## src/rtl/gpu_sequencer_if.sv

```systemverilog
// -----------------------------------------------------------------------------
// gpu_sequencer_if -- signal bundle around the GPU command sequencer.
//
// Groups:
//   s1_*          host register slave port (address, read/write strobes,
//                 write data, combinational read data, waitrequest) + irq
//   m1_*          pixel write master (address, data, write, waitrequest)
//   op_*          shader-array command channel (start pulse, opcode, argument,
//                 done/error completion)
//   pixel_index / pixel_in   combinational pixel fetch from the shader array
//
// Modports:
//   slave  -- the sequencer's view (it is the slave on the host port)
//   master -- the surrounding system's view (host, memory, shader array)
//
// PIXEL_BITS and NUM_SHADERS must match the values given to gpu_sequencer.
// -----------------------------------------------------------------------------
interface gpu_sequencer_if #(
    parameter int PIXEL_BITS  = 16,
    parameter int NUM_SHADERS = 320
);
    localparam int IDX_W = $clog2(NUM_SHADERS);

    // host register port
    logic [7:0]            s1_address;
    logic                  s1_read;
    logic                  s1_write;
    logic [31:0]           s1_writedata;
    logic [31:0]           s1_readdata;
    logic                  s1_waitrequest;
    logic                  irq;

    // pixel write master
    logic [31:0]           m1_address;
    logic [PIXEL_BITS-1:0] m1_writedata;
    logic                  m1_write;
    logic                  m1_waitrequest;

    // shader-array command channel
    logic                  op_start;
    logic [1:0]            op_code;
    logic [31:0]           op_arg;
    logic                  op_done;
    logic                  op_error;

    // pixel fetch
    logic [IDX_W-1:0]      pixel_index;
    logic [PIXEL_BITS-1:0] pixel_in;

    modport slave (
        input  s1_address, s1_read, s1_write, s1_writedata,
        output s1_readdata, s1_waitrequest, irq,
        output m1_address, m1_writedata, m1_write,
        input  m1_waitrequest,
        output op_start, op_code, op_arg,
        input  op_done, op_error,
        output pixel_index,
        input  pixel_in
    );

    modport master (
        output s1_address, s1_read, s1_write, s1_writedata,
        input  s1_readdata, s1_waitrequest, irq,
        input  m1_address, m1_writedata, m1_write,
        output m1_waitrequest,
        input  op_start, op_code, op_arg,
        output op_done, op_error,
        input  pixel_index,
        output pixel_in
    );
endinterface

```

## src/rtl/gpu_sequencer.sv

```systemverilog
// -----------------------------------------------------------------------------
// gpu_sequencer -- host-programmed command sequencer for a shader array.
//
// The host writes commands to registers 0x00-0x03 (opcode = low address bits,
// argument = write data); they queue in a CMD_DEPTH-entry FIFO. Opcode 2 is a
// pixel write-out burst of NUM_SHADERS words to memory starting at the
// argument address (2-byte stride); every other opcode is handed to the shader
// array as a one-cycle op_start pulse and waits for op_done / op_error.
//
// Register map (host port):
//   0x00-0x03  W   push command {opcode = address[1:0], arg = writedata}
//   0x0d       R/W busy-cycle counter (only with GPU_PERF_COUNTER_EN; any
//                  write clears it), otherwise reads 0
//   0x0e       R/W bit0 irq_en
//   0x0f       R   bit0 busy, bit1 error, bit2 irq_pend, [15:8] FIFO count;
//                  a read clears irq_pend
//              W   bit0=1 while in ERROR returns to IDLE
//
// Ports:
//   clock    sole clock, rising edge
//   reset_n  asynchronous active-low reset
//   bus      gpu_sequencer_if.slave (host port, pixel master, shader command
//            channel, pixel fetch, irq)
//
// Optional feature macro: GPU_PERF_COUNTER_EN (busy-cycle counter at 0x0d).
// -----------------------------------------------------------------------------
module gpu_sequencer #(
    parameter int PIXEL_BITS  = 16,
    parameter int NUM_SHADERS = 320,
    parameter int CMD_DEPTH   = 4
) (
    input  logic           clock,
    input  logic           reset_n,
    gpu_sequencer_if.slave bus
);
    localparam int IDX_W = $clog2(NUM_SHADERS);
    localparam int PTR_W = $clog2(CMD_DEPTH);
    localparam int CNT_W = PTR_W + 1;

    localparam logic [7:0] ADDR_PERF = 8'h0d;
    localparam logic [7:0] ADDR_CTRL = 8'h0e;
    localparam logic [7:0] ADDR_STAT = 8'h0f;
    localparam logic [1:0] OP_BURST  = 2'd2;

    typedef enum logic [2:0] {
        S_IDLE,
        S_ISSUE,
        S_WAIT,
        S_BURST,
        S_ERROR
    } state_t;

    typedef struct packed {
        logic [1:0]  op;
        logic [31:0] arg;
    } cmd_t;

    state_t                state, state_next;
    cmd_t                  fifo_mem [CMD_DEPTH];
    cmd_t                  head;
    cmd_t                  in_cmd;
    logic [PTR_W-1:0]      rd_ptr, wr_ptr;
    logic [CNT_W-1:0]      count, count_next;
    logic [1:0]            cur_op;
    logic [31:0]           cur_arg;
    logic [IDX_W-1:0]      index;
    logic                  irq_en, irq_pend;
    logic [31:0]           perf_rd;
    logic [PIXEL_BITS-1:0] pix_out;

    logic cmd_addr, fifo_full, fifo_empty;
    logic push, pop, flush, clear_err;
    logic beat_accept, last_beat, retire, irq_set, irq_clr;
    logic in_issue, in_burst, in_error, busy;

    // ------------------------------------------------------------ decode
    assign cmd_addr   = (bus.s1_address[7:2] == 6'd0);
    assign fifo_full  = (count == CNT_W'(CMD_DEPTH));
    assign fifo_empty = (count == '0);
    assign head       = fifo_mem[rd_ptr];
    assign in_cmd     = '{op: bus.s1_address[1:0], arg: bus.s1_writedata};

    // Command writes are silently dropped in ERROR, so they never stall there.
    assign push      = bus.s1_write && cmd_addr && !in_error && !fifo_full;
    assign pop       = (state == S_IDLE) && !fifo_empty;
    assign flush     = (state == S_WAIT) && bus.op_error;
    assign clear_err = in_error && bus.s1_write && (bus.s1_address == ADDR_STAT)
                       && bus.s1_writedata[0];

    assign beat_accept = in_burst && !bus.m1_waitrequest;
    assign last_beat   = (index == IDX_W'(NUM_SHADERS - 1));
    assign retire      = ((state == S_WAIT) && bus.op_done && !bus.op_error)
                         || (beat_accept && last_beat);

    // A retire never coincides with a pop (pops happen only in IDLE), so the
    // post-edge count tells whether the queue is drained.
    assign irq_set = (retire && (count_next == '0)) || flush;
    assign irq_clr = bus.s1_read && (bus.s1_address == ADDR_STAT);

    // ------------------------------------------------------------ FSM
    // NOTE: every sequential block uses non-blocking assignments so all
    // registers see pre-edge values regardless of evaluation order.
    always_ff @(posedge clock or negedge reset_n) begin
        if (!reset_n) state <= S_IDLE;
        else          state <= state_next;
    end

    // NOTE: each combinational block assigns defaults first so no path
    // leaves a variable unassigned (which would infer a latch).
    always_comb begin
        state_next = state;
        case (state)
            S_IDLE:  if (!fifo_empty)
                         state_next = (head.op == OP_BURST) ? S_BURST : S_ISSUE;
            S_ISSUE: state_next = S_WAIT;
            S_WAIT:  if (bus.op_error)     state_next = S_ERROR;
                     else if (bus.op_done) state_next = S_IDLE;
            S_BURST: if (beat_accept && last_beat) state_next = S_IDLE;
            S_ERROR: if (clear_err) state_next = S_IDLE;
            default: state_next = S_IDLE;
        endcase
    end

    always_comb begin
        in_issue = 1'b0;
        in_burst = 1'b0;
        in_error = 1'b0;
        case (state)
            S_ISSUE: in_issue = 1'b1;
            S_BURST: in_burst = 1'b1;
            S_ERROR: in_error = 1'b1;
            default: ;
        endcase
    end

    assign busy = (state != S_IDLE) || !fifo_empty;

    // ------------------------------------------------------------ FIFO
    always_comb begin
        count_next = count;
        if (flush)              count_next = '0;
        else if (push && !pop)  count_next = count + CNT_W'(1);
        else if (pop && !push)  count_next = count - CNT_W'(1);
    end

    always_ff @(posedge clock or negedge reset_n) begin
        if (!reset_n) begin
            rd_ptr <= '0;
            wr_ptr <= '0;
            count  <= '0;
        end else begin
            count <= count_next;
            if (flush) begin
                rd_ptr <= '0;
                wr_ptr <= '0;
            end else begin
                if (push) wr_ptr <= wr_ptr + PTR_W'(1);
                if (pop)  rd_ptr <= rd_ptr + PTR_W'(1);
            end
        end
    end

    // NOTE: the storage array has no reset; the count/pointers guarding it
    // do, so stale entries are never observed.
    always_ff @(posedge clock) begin
        if (push) fifo_mem[wr_ptr] <= in_cmd;
    end

    // ------------------------------------------------------------ datapath
    // cur_op/cur_arg hold the popped command until the next pop, keeping
    // op_code/op_arg stable for the whole life of a command.
    always_ff @(posedge clock or negedge reset_n) begin
        if (!reset_n) begin
            cur_op  <= '0;
            cur_arg <= '0;
            index   <= '0;
        end else begin
            if (pop) begin
                cur_op  <= head.op;
                cur_arg <= head.arg;
            end
            if (beat_accept) index <= last_beat ? '0 : index + IDX_W'(1);
        end
    end

    always_ff @(posedge clock or negedge reset_n) begin
        if (!reset_n) begin
            irq_en   <= 1'b0;
            irq_pend <= 1'b0;
        end else begin
            if (bus.s1_write && (bus.s1_address == ADDR_CTRL))
                irq_en <= bus.s1_writedata[0];
            if (irq_set)      irq_pend <= 1'b1;
            else if (irq_clr) irq_pend <= 1'b0;
        end
    end

`ifdef GPU_PERF_COUNTER_EN
    logic [31:0] perf_cnt;

    always_ff @(posedge clock or negedge reset_n) begin
        if (!reset_n)
            perf_cnt <= '0;
        else if (bus.s1_write && (bus.s1_address == ADDR_PERF))
            perf_cnt <= '0;
        else if (busy && (perf_cnt != '1))
            perf_cnt <= perf_cnt + 32'd1;
    end

    assign perf_rd = perf_cnt;
`else
    assign perf_rd = '0;
`endif

    // ------------------------------------------------------------ outputs
    assign pix_out = in_burst ? bus.pixel_in : '0;

    assign bus.op_start       = in_issue;
    assign bus.op_code        = cur_op;
    assign bus.op_arg         = cur_arg;
    assign bus.m1_write       = in_burst;
    assign bus.m1_address     = in_burst ? (cur_arg + (32'(index) << 1)) : 32'd0;
    assign bus.m1_writedata   = pix_out;
    assign bus.pixel_index    = index;
    assign bus.s1_waitrequest = bus.s1_write && cmd_addr && !in_error && fifo_full;
    assign bus.irq            = irq_pend && irq_en;

    always_comb begin
        bus.s1_readdata = '0;
        case (bus.s1_address)
            ADDR_PERF: bus.s1_readdata = perf_rd;
            ADDR_CTRL: bus.s1_readdata[0] = irq_en;
            ADDR_STAT: begin
                bus.s1_readdata[0]    = busy;
                bus.s1_readdata[1]    = in_error;
                bus.s1_readdata[2]    = irq_pend;
                bus.s1_readdata[15:8] = 8'(count);
            end
            default: ;
        endcase
    end
endmodule

```

## src/flat_wrapper.sv

```systemverilog
// flat-port wrapper written by rule: the top's interface ports become plain ports
module gpu_sequencer_flat 
#(
    parameter int PIXEL_BITS  = 16,
    parameter int NUM_SHADERS = 320,
    parameter int CMD_DEPTH   = 4
)
  (clock, reset_n, bus_s1_address, bus_s1_read, bus_s1_write, bus_s1_writedata, bus_s1_readdata, bus_s1_waitrequest, bus_irq, bus_m1_address, bus_m1_writedata, bus_m1_write, bus_m1_waitrequest, bus_op_start, bus_op_code, bus_op_arg, bus_op_done, bus_op_error, bus_pixel_index, bus_pixel_in);
  gpu_sequencer_if #(.PIXEL_BITS(PIXEL_BITS), .NUM_SHADERS(NUM_SHADERS)) bus_i ();
  input  logic clock;
  input  logic reset_n;
  input wire logic [$bits(bus_i.s1_address)-1:0] bus_s1_address;
  input wire logic [$bits(bus_i.s1_read)-1:0] bus_s1_read;
  input wire logic [$bits(bus_i.s1_write)-1:0] bus_s1_write;
  input wire logic [$bits(bus_i.s1_writedata)-1:0] bus_s1_writedata;
  output wire logic [$bits(bus_i.s1_readdata)-1:0] bus_s1_readdata;
  output wire logic [$bits(bus_i.s1_waitrequest)-1:0] bus_s1_waitrequest;
  output wire logic [$bits(bus_i.irq)-1:0] bus_irq;
  output wire logic [$bits(bus_i.m1_address)-1:0] bus_m1_address;
  output wire logic [$bits(bus_i.m1_writedata)-1:0] bus_m1_writedata;
  output wire logic [$bits(bus_i.m1_write)-1:0] bus_m1_write;
  input wire logic [$bits(bus_i.m1_waitrequest)-1:0] bus_m1_waitrequest;
  output wire logic [$bits(bus_i.op_start)-1:0] bus_op_start;
  output wire logic [$bits(bus_i.op_code)-1:0] bus_op_code;
  output wire logic [$bits(bus_i.op_arg)-1:0] bus_op_arg;
  input wire logic [$bits(bus_i.op_done)-1:0] bus_op_done;
  input wire logic [$bits(bus_i.op_error)-1:0] bus_op_error;
  output wire logic [$bits(bus_i.pixel_index)-1:0] bus_pixel_index;
  input wire logic [$bits(bus_i.pixel_in)-1:0] bus_pixel_in;
  assign bus_i.s1_address = bus_s1_address;
  assign bus_i.s1_read = bus_s1_read;
  assign bus_i.s1_write = bus_s1_write;
  assign bus_i.s1_writedata = bus_s1_writedata;
  assign bus_s1_readdata = bus_i.s1_readdata;
  assign bus_s1_waitrequest = bus_i.s1_waitrequest;
  assign bus_irq = bus_i.irq;
  assign bus_m1_address = bus_i.m1_address;
  assign bus_m1_writedata = bus_i.m1_writedata;
  assign bus_m1_write = bus_i.m1_write;
  assign bus_i.m1_waitrequest = bus_m1_waitrequest;
  assign bus_op_start = bus_i.op_start;
  assign bus_op_code = bus_i.op_code;
  assign bus_op_arg = bus_i.op_arg;
  assign bus_i.op_done = bus_op_done;
  assign bus_i.op_error = bus_op_error;
  assign bus_pixel_index = bus_i.pixel_index;
  assign bus_i.pixel_in = bus_pixel_in;
  gpu_sequencer #(.PIXEL_BITS(PIXEL_BITS), .NUM_SHADERS(NUM_SHADERS), .CMD_DEPTH(CMD_DEPTH)) u_core (.clock(clock), .reset_n(reset_n), .bus(bus_i));
endmodule
```

## config.mk

```make
export PLATFORM = sky130hd
export DESIGN_NAME = gpu_sequencer_flat
export DESIGN_NICKNAME = d
export VERILOG_FILES = /design/src/rtl/gpu_sequencer_if.sv /design/src/rtl/gpu_sequencer.sv /design/src/flat_wrapper.sv
export SDC_FILE = /design/constraint.sdc
export NUM_CORES = 1
export LEC_CHECK = 0
export CELL_PAD_IN_SITES_DETAIL_PLACEMENT = 1
export CELL_PAD_IN_SITES_GLOBAL_PLACEMENT = 2
export CORE_ASPECT_RATIO = 0.5
export CORE_MARGIN = 2
export CORE_UTILIZATION = 35
export DETAILED_ROUTE_END_ITERATION = 12
export PLACE_DENSITY = 0.82
export SETUP_SLACK_MARGIN = 0.4
export SYNTH_ARGS = -nofsm -noshare
export SYNTH_HDL_FRONTEND = slang
export SYNTH_SLANG_ARGS = --single-unit
```

## constraint.sdc

```tcl
create_clock -name clock -period 3.7 [get_ports clock]
set_clock_uncertainty 0.15 [all_clocks]
set_input_delay 1.11 -clock clock [delete_from_list [all_inputs] [get_ports clock]]
set_output_delay 1.11 -clock clock [all_outputs]
set_load 0.02 [all_outputs]
```

==> results.cfg, run 1 <==
[setup_path]
r2r-end = u_core.bus.op_arg[3]$_DFFE_PN0P_
path_buf_inv = 4
cp.arrival_ns = 2.88
cp-end-kind = primary output
crit_required_ns = 2.44
cp_cell_sequence = ha_4 -> inv_2 -> fa_2 -> nor2b_4 -> o21ai_4 -> o221ai_4 -> a31oi_4 -> buf_6 -> buf_6 -> or3_4 -> a21oi_4 -> buf_6
critPathMaxFanout = 4
cp_common_cell = buf_6
reg2reg_depth = 6
path_delay_family = compound AO/OA/AOI/OAI gates
r2r-start = u_core.count[0]$_DFF_PN0_
cp_slowest_stage_delay_ns = 0.39
start_kind = flip-flop
path_class = reg -> out
rrSetupSlack_ns = 1.09
cpMaxStageDelayCell = dfrtp_2

[sta]
fin_crit_sh_pct = 112
holdWs_ns = 0.394
rsz0062_at_grt = true
max_slew_margin_pct = 45.8
clock.fmax_mhz = 242
setup_viol = 27
fin_crit_ns = 4.14
final.setup.tns_ns = -8.34
tightest_slew_ns = 0.814
finalMaxSlewViolations = 0
hold_viol = 0
fin_ws_ns = -0.439

[clock_tree]
cts_tree = built
worstSkewPairLatency_ns = 0.44
htree_num_levels = 4
clock_sinks = 191
clockRootBuffer = clkbuf_16
numCtsBuffers = 17
cts.path.max_buffers = 2
clk_pin_slew_worst_paths_ns = 0.07

[yosys]
ys_seq_area_share_pct = 62.1
netlist_instances = 611
synth_ff_type = edfxtp_1
synth_warnings = 0
synth_area_per_cell_um2 = 14.4
synth_edf_count = 136
ys_seq_elements = 191
synth_area_um2 = 8800
ys_async_sr_fraction_pct = 28.8
yosysUniqueCellTypes = 56

[drt]
drt-pass1-iter-count = 4
drt_iter0_markers = 508
wl_um = 27900
wl_per_cell_um = 22.4
route.vias.total = 6283
vias_per_cell = 5.05
drc = 0
ant_nets = 0

[die]
core_area_um2 = 24300
dieArea_um2 = 26500
rows = 40
die_x_um = 228
pin_count = 190
fp.dieH_um = 116
initial_core_util_pct = 36.2

[status]
status = finished, violations left
violations = negative setup slack

[power]
leakage_nw = 4.89
peakVddDrop_mv = 0.342
powerDensity_nw_per_um2 = 720

[grt]
busiest_layer = met2
grtUsageTotal_pct = 20.8
gr-total-overflow = 0
grt_first_pass_wirelength_um = 40800
grt_pass1_vias = 6636
grt_use_met2_pct = 36.6
grt_max_degree = 35
gr-usage-met1_pct = 26.7
antenna_found_initial = 1
grt_use_met3_pct = 4.42

[layout]
diodes = 0
instances_no_fill = 1243
drive_gt1_share_pct = 43.1
utilization_pct = 53.7
fin_nets = 975
synthToLayoutAreaGrowth_pct = 48.4

[placement]
hpwl_um = 18500
port_buffers = 163
place_inst = 1181
place.gp.congestion = 0.801

[min_path]
hold_class = reg -> reg
holdPathEnd = u_core.irq_en$_DFFE_PN0P_
hp-start = u_core.irq_en$_DFFE_PN0P_
hold_path_depth = 1

[run]
cap_violations = 0
## sequential cells by signal, summed over array words and instances, names as in the netlist
signal	cells
u_core.bus.op_arg	32
u_core.count	3
u_core.wr_ptr	2
u_core.irq_pend	1
u_core.irq_en	1
u_core.state	3
u_core.fifo_mem	136
u_core.rd_ptr	2
u_core.bus.op_code	2
u_core.bus.pixel_index	9
## final cells by class
type                       instances  area [um^2]
clock buffer                      23          478
sequential                       191         5480
tap                              336          420
multi-input combinational        367         3610
inverter                          25         97.6
timing repair buffer             292         2850
clock inverter                     9          130
fill                            2414        11300
## routing by layer
metal  vias to the layer above  share of wire [%]  wire length (um)
met5                         -              0.047                13
met4                         2                1.2               348
met3                        34                4.9              1370
met2                       162                 51             14200
met1                      3260                 43             11900
li1                       2825                  -                 -
## worst max-delay path by stage
| stage | startpoint | to | slack (ns) | cells past startpoint |
|---|---|---|---|---|
| 2_1_floorplan | u_core.bus.pixel_index[0]$_DFFE_PN0P_ | bus_m1_address[21] | 0.21 | 10 |
| 3_3_place_gp | bus_s1_address[5] | bus_s1_readdata[0] | -0.59 | 6 |
| 3_5_place_dp | bus_s1_address[5] | bus_s1_readdata[0] | -0.62 | 6 |
| 4_1_cts | u_core.bus.op_arg[1]$_DFFE_PN0P_ | bus_m1_address[27] | -0.44 | 12 |
| 5_1_grt | u_core.bus.op_arg[1]$_DFFE_PN0P_ | bus_m1_address[27] | -0.53 | 12 |
| 6_report | u_core.bus.op_arg[1]$_DFFE_PN0P_ | bus_m1_address[27] | -0.44 | 12 |
## worst register-to-register path, delay by kind of cell, from the launching register on
family	cells	cell delay (ns)
and+or+nand+nor	2	0.67
muxes	1	0.41
DFF	1	0.41
buffers and inverters	2	0.60
adders and majority gates	1	0.25
## Yosys cell counts, types with 3 or more instances
master    count  share of area (%)
or3_1        14                1.0
o211ai_1      4               0.34
and2_1       25                1.8
dfrtp_1      55                 16
xnor2_1      10                1.0
buf_4        27                2.3
o21ai_0      30                1.7
nand2_1      29                1.2
nand4_1       9               0.64
ha_1         17                2.4
edfxtp_1    136                 46
clkbuf_1     15               0.64
a21oi_1      29                1.7
and2_2        4               0.34
o31ai_1       5               0.43
nor2b_1       5               0.36
nor3_1       10               0.57
inv_1        25                1.1
mux4_2       34                8.7
a21o_1        6               0.51
xor2_1        3               0.30
buf_2         8               0.46
mux2_2       30                3.8
and3_1        5               0.36
nand3_1      12               0.68
nor3b_1       5               0.43
nor2_1       19               0.81
or4_1         7               0.60
## placed cells by master, fill, tap and decap left out, types with 5 or more instances in the layout
| cell type | n |
|---|---|
| mux2_2 | 30 |
| inv_1 | 22 |
| clkbuf_2 | 7 |
| buf_12 | 10 |
| and2_2 | 5 |
| a21oi_1 | 9 |
| nand3_1 | 10 |
| or4_4 | 5 |
| clkdlybuf4s50_1 | 98 |
| nand4_1 | 9 |
| o21ai_0 | 23 |
| edfxtp_1 | 136 |
| dfrtp_1 | 43 |
| buf_4 | 103 |
| ha_1 | 12 |
| clkdlybuf4s15_2 | 10 |
| and3_1 | 5 |
| dlygate4sd2_1 | 5 |
| or3_4 | 11 |
| a21oi_2 | 7 |
| a21oi_4 | 13 |
| dfrtp_2 | 12 |
| nor2_1 | 16 |
| ha_4 | 5 |
| nand2_1 | 26 |
| and2_1 | 22 |
| clkbuf_16 | 18 |
| a21o_1 | 6 |
| conb_1 | 26 |
| xnor2_1 | 7 |
| o21ai_2 | 5 |
| buf_6 | 48 |
| mux4_2 | 34 |
## logic make-up after synthesis
| group | share of synthesized area (%) |
|---|---|
| and+or+nand+nor | 10.4 |
| buffers and inverters | 4.77 |
| other | 0.0426 |
| AOI/OAI and AO/OA | 5.66 |
| adders and majority gates | 2.89 |
| xor gates and xnor gates | 1.29 |
| muxes | 12.9 |
| DFF | 62.1 |
## timing repair
action,CTS,global route
hold endpoints to repair,0,0
hold buffers,0,0
endpoints found under the setup margin,56,53
gates resized for setup,306,43
pin swaps,29,25
cloned,2,1
setup buffers,16,11
## power breakdown
part           total [mW]  switching, mW  internal (mW)
registers            2.93          0.347           2.58
clock network        1.90          0.778           1.12
logic                4.59           2.32           2.26
## metrics by stage
| step | instance area, um^2 | total power, mW | setup WS [ns] |
|---|---|---|---|
| 4_1_cts | 12800 | 9.25 | -0.444 |
| 6_report | 13100 | 9.41 | -0.439 |
| 5_1_grt | 13100 | 9.84 | -0.531 |
| 2_1_floorplan | 9280 | 5.18 | 0.214 |
| 3_3_place_gp | 11800 | 6.97 | -0.592 |
| 3_5_place_dp | 11800 | 7.11 | -0.621 |
(Power assumes the default switching activity.)
==> run 2: changes to the inputs <==
ABC_AREA = 1   (was unset)
CORE_UTILIZATION = 32   (was 35)
PLACE_DENSITY = 0.83   (was 0.82)
==> results.cfg, run 2 <==
[setup_path]
crit_required_ns = 2.44
path_buf_inv = 3
cp-end-kind = primary output
cpMaxStageDelayCell = dfrtp_2
start_kind = flip-flop
cp_common_cell = nand2_4
cp_cell_sequence = ha_4 -> inv_4 -> fa_2 -> o21ai_4 -> nand2_2 -> nand2_4 -> nand2_4 -> a21oi_4 -> buf_4 -> xnor2_1 -> nor2_1 -> buf_2
path_delay_family = adder cells
rrSetupSlack_ns = 1.06
path_depth = 12
critPathMaxFanout = 3
cp_slowest_stage_delay_ns = 0.39
path_class = reg -> out
reg2reg_depth = 8
cp.arrival_ns = 2.45

[sta]
setup_viol = 1
fin_ws_ns = -0.0145
clock.fmax_mhz = 269
fin_crit_sh_pct = 100
rsz0062_at_grt = true
hold_viol = 0
holdWs_ns = 0.349
max_slew_margin_pct = 50.0
fin_crit_ns = 3.71
tightest_slew_ns = 0.749
finalMaxSlewViolations = 0

[layout]
utilization_pct = 46.9
fin_nets = 1277
instances_no_fill = 1591
drive_gt1_share_pct = 27.0
final_cell_mix = edfxtp_1 (136), nand2_1 (130), nor2_1 (129)
fillers = 3139
diodes = 0
final_common_cell = edfxtp_1
largest_register = u_core.fifo_mem
largest_register_ff_count = 136
synthToLayoutAreaGrowth_pct = 43.4

[min_path]
hold_class = reg -> reg
hold_path_depth = 2

[placement]
place.gp.congestion = 0.833
port_buffers = 163
hpwl_um = 21000
place_inst = 1526

[die]
dieArea_um2 = 29900
core_area_um2 = 27900
fp.dieH_um = 123
rows = 43
die_x_um = 243
pin_count = 190
initial_core_util_pct = 32.7

[drt]
drt_iter0_markers = 552
wl_um = 30900
drc = 0
vias_per_cell = 4.86
wl_per_cell_um = 19.4
drt-pass1-iter-count = 6
ant_nets = 0
route.vias.total = 7728

[yosys]
synth_area_per_cell_um2 = 9.67
synth_ff_type = edfxtp_1
synth_top_cell_area_share_pct = 44.8
synth_edf_count = 136
synth_mux_area_share_pct = 0.124
synth_area_um2 = 9120
synthXorXnorAreaFrac_pct = 1.25
synth_warnings = 0
post-synth-top-area-cell = edfxtp_1
yosys-top-cells-area = edfxtp_1 (45%), dfrtp_1 (15%), nand2_1 (6.3%), o21ai_0 (6.3%), nor2_1 (6.2%)
netlist_instances = 943
yosysUniqueCellTypes = 42
synth_common_cells = nand2_1 (154), nor2_1 (150), edfxtp_1 (136), o21ai_0 (114), inv_1 (86)
post-synth-top-count-cell = nand2_1
ys_seq_elements = 191
synthSimpleGateAreaFrac_pct = 17.2
synth_top_family_by_area = simple AND/OR/NAND/NOR gates
synth_compound_area_share_pct = 11.6
ys_async_sr_fraction_pct = 28.8
synth-adder-area-share_pct = 2.55
ys_seq_area_share_pct = 59.9

[clock_tree]
clock_sinks = 191
cts.path.max_buffers = 2
htree_num_levels = 4
cts_tree = built
clockRootBuffer = clkbuf_16
numCtsBuffers = 17
clk_pin_slew_worst_paths_ns = 0.07
worstSkewPairLatency_ns = 0.45

[power]
total_power_mw = 10.2
powerDensity_nw_per_um2 = 779
peakVddDrop_mv = 0.341
leakage_nw = 5.25

[status]
status = finished, violations left
violations = negative setup slack

[run]
cap_violations = 0

[grt]
grt_pass1_vias = 7920
grtUsageTotal_pct = 20.1
grt_max_degree = 72
grt_first_pass_wirelength_um = 45700
antenna_found_initial = 0
gr-total-overflow = 0
-- run 2: cell types whose count changed after synthesis, sizes merged, moves of 7 or more --
cell    previous run  this run
nor2              19       157
clkbuf            15        25
or3               14         0
or4                7         0
nand3             13        31
o21ai             30       123
mux2              30         1
nand2             30       156
mux4              34         0
and2              29         1
inv               25        92
o22ai              0        34
-- run 2: cell type report --
type	instances	area, um^2	area share [%]
inverters	94	360	2.76
repair buffers	267	2420	18.5
flip-flops and latches	191	5470	41.8
multi-input cells	625	3760	28.7
clock buffers	17	425	3.25
clock inverters	15	163	1.24
well taps	382	478	3.66
-- run 2: worst min-delay path: cells and delay by family, from the launching register on --
family        cells  cell delay (ns)
flops             1             0.35
simple gates      2             0.12
-- run 2: metrics by stage --
step / cell area, um^2 / worst slack (ns) / TNS, ns
after floorplan: 9230 / 0.0888 / 0
after global placement: 11600 / -0.322 / -2.07
after detailed placement: 11600 / -0.368 / -2.57
after CTS: 12500 / -0.0721 / -0.185
after global routing: 13100 / -0.131 / -1.12
final: 13100 / -0.0145 / -0.0145
-- run 2: final timing paths --
kind,from,to
max in group asynchronous,reset_n,u_core.bus.op_arg[22]$_DFFE_PN0P_
setup / recovery,u_core.bus.op_arg[1]$_DFFE_PN0P_,bus_m1_address[17]
hold / removal,u_core.bus.op_code[1]$_DFFE_PN0P_,u_core.bus.op_code[1]$_DFFE_PN0P_
hold reg to reg,u_core.bus.op_code[1]$_DFFE_PN0P_,u_core.bus.op_code[1]$_DFFE_PN0P_
min in group asynchronous,reset_n,u_core.state[2]$_DFFE_PN0P_
setup reg to reg,u_core.count[0]$_DFF_PN0_,u_core.bus.op_arg[1]$_DFFE_PN0P_
-- run 2: timing repair --
item,in CTS,in global routing
endpoints found under the setup margin,56,54
pin swaps,32,53
hold buffers,0,0
resized for setup,302,136
setup buffers,11,22
-- run 2: cell families after synthesis --
kind of cell,Yosys count
buffers and inverters,152
AND/OR/NAND/NOR,371
other,1
flip-flops,191
multiplexers,1
XOR/XNOR,13
AO/OA/AOI/OAI,196
adder cells (fa/ha/maj),18
-- run 2: where the power goes --
group,internal [mW],switching (mW)
combinational,2.14,3.28
clock,0.965,0.905
sequential,2.58,0.315
-- run 2: routing by layer --
metal / routed length (um) / GRT usage [%] / share of wire [%]
met1: 13900 / 26.2 / 45
met2: 15500 / 35.3 / 50
met3: 1020 / 3.43 / 3.3
met4: 545 / 4.75 / 1.8
met5: 0 / 0 / 0
==> run 3: changes to the inputs <==
CORE_UTILIZATION = 39   (was 32)
DONT_BUFFER_PORTS = 1   (was unset)
GPL_TIMING_DRIVEN = 0   (was unset)
PLACE_DENSITY = 0.81   (was 0.83)
SLEW_MARGIN = 20   (was unset)
==> results.cfg, run 3 (synthesis gave the netlist of run 2 again) <==
[status]
status = finished, violations left
violations = negative setup slack

[power]
internal-power_mw = 4.90
p_switching_mw = 4.34
powerDensity_nw_per_um2 = 804
combPwrFrac_pct = 43.8
pwr-share-seq_pct = 35.7
p_clk_share_pct = 20.4
netSwitchingFraction_pct = 47.0
leakage_nw = 4.32
peakVddDrop_mv = 0.380

[sta]
fin_ws_ns = -0.114
fin_crit_sh_pct = 103
finalMaxSlewViolations = 0
clock.fmax_mhz = 262
holdWs_ns = 0.201
final.setup.tns_ns = -0.761
hold_viol = 0
max_slew_margin_pct = 40.3
fin_crit_ns = 3.81
rsz0062_at_grt = true
tightest_slew_ns = 0.889
setup_viol = 9

[die]
rows = 39
initial_core_util_pct = 39.8
pin_count = 190
fp.dieH_um = 112
core_area_um2 = 22900
dieArea_um2 = 24700
die_x_um = 220

[placement]
dp_slack_ns = -0.0701
hpwl_um = 20900
place.gp.congestion = 0.868
port_buffers = 0
place_inst = 1280

[layout]
synthToLayoutAreaGrowth_pct = 26.0
final_common_cell = edfxtp_1
final_cell_mix = edfxtp_1 (136), nand2_1 (133), nor2_1 (114)
fillers = 2477
regArea_um2 = 5500
largest_register_ff_count = 136
fin_nets = 1102
multi_input_area_um2 = 3930
instances_no_fill = 1341
diodes = 0
largest_register = u_core.fifo_mem
drive_gt1_share_pct = 26.4

[drt]
ant_nets = 0
drt_iter0_markers = 555
route.vias.total = 7107
wl_per_cell_um = 21.5
vias_per_cell = 5.30
drc = 0
drt-pass1-iter-count = 5
wl_um = 28900

[setup_path]
cp.arrival_ns = 2.55
cp-end-kind = primary output
crit_required_ns = 2.44
path_class = reg -> out
start_kind = flip-flop
critPathMaxFanout = 3

[clock_tree]
numCtsBuffers = 17
clk_pin_slew_worst_paths_ns = 0.08
clock_sinks = 191
htree_num_levels = 4
cts_tree = built
cts.path.max_buffers = 2
worstSkewPairLatency_ns = 0.45
clockRootBuffer = clkbuf_16

[grt]
grtUsageTotal_pct = 23.8
grt_first_pass_wirelength_um = 43600
gr-total-overflow = 0
grt_pass1_vias = 7251
grt_max_degree = 56
antenna_found_initial = 1

[run]
cap_violations = 0

[min_path]
hold_class = in -> async
==> run 3: cell count changes in the layout (fill, tap and decap cells not counted), moves of 15 or more <==
cell | previous run | this run
dfrtp_2 | 4 | 28
dfrtp_1 | 51 | 27
nor2_1 | 129 | 114
clkbuf_1 | 0 | 25
clkdlybuf4s50_1 | 97 | 0
buf_6 | 38 | 15
buf_4 | 93 | 40
==> run 3: metrics by stage <==
step                      util [%]  cell area [um^2]  total power, mW
after detailed placement      42.6              9760             6.42
after floorplan                  -              9230             5.26
after global routing          50.2             11500             9.79
after CTS                     48.4             11100             8.92
final                         50.2             11500             9.23
after global placement        42.0              9610             6.32
==> run 3: per-layer routing <==
metal,GRT usage [%],part of all wire (%),wire [um]
met5,0,0,0
met4,5.82,1.4,393
met3,5.66,6.9,2000
met2,38.2,47,13700
met1,32.6,44,12800
==> run 3: what timing repair did <==
action,4_1_cts,5_1_grt
endpoints found under the setup margin,37,43
pin swaps,36,35
hold buffers,0,0
buffers inserted,20,9
gates resized for setup,151,80
==> run 3: critical path, cell delays in order (launching register included) <==
cell and delay [ns]:
dfrtp_2 0.52, ha_4 0.21, inv_4 0.04, fa_2 0.37
o21ai_4 0.16, nand2_2 0.09, nand2_4 0.08, nand2_4 0.07
nand2_4 0.11, buf_6 0.12, buf_6 0.10, o21ai_4 0.05
a21oi_4 0.19
==> run 3: power groups by stage <==
stage,clock network [mW],registers [mW],logic (mW)
global route,1.98,3.34,4.47
CTS,1.91,3.30,3.72
floorplan,0,3.10,2.16
finish,1.89,3.30,4.05
detailed placement,0,3.28,3.14
global placement,0,3.28,3.04
==> run 3: worst paths after layout <==
kind                                             startpoint  depth (start not counted)  slack, ns                                 to
max reg2reg                       u_core.count[0]$_DFF_PN0_                          6       1.29   u_core.fifo_mem[1][24]$_DFFE_PP_
min reg2reg                       u_core.irq_en$_DFFE_PN0P_                          1       0.39          u_core.irq_en$_DFFE_PN0P_
min in group clock                u_core.irq_en$_DFFE_PN0P_                          1       0.39          u_core.irq_en$_DFFE_PN0P_
max in group asynchronous                           reset_n                          0       3.02  u_core.bus.op_arg[14]$_DFFE_PN0P_
max                        u_core.bus.op_arg[1]$_DFFE_PN0P_                         12      -0.11                 bus_m1_address[15]
min                                                 reset_n                          0       0.20          u_core.count[0]$_DFF_PN0_
==> run 3: cell type report <==
cell class              count  area share, %
clock buffers              18           3.74
inverters                  94           3.09
repair buffers             34           3.39
multi-input cells         625           34.2
clock inverters            14           1.50
flip-flops and latches    191           47.9
plain buffers              58           2.82
well taps                 307           3.35
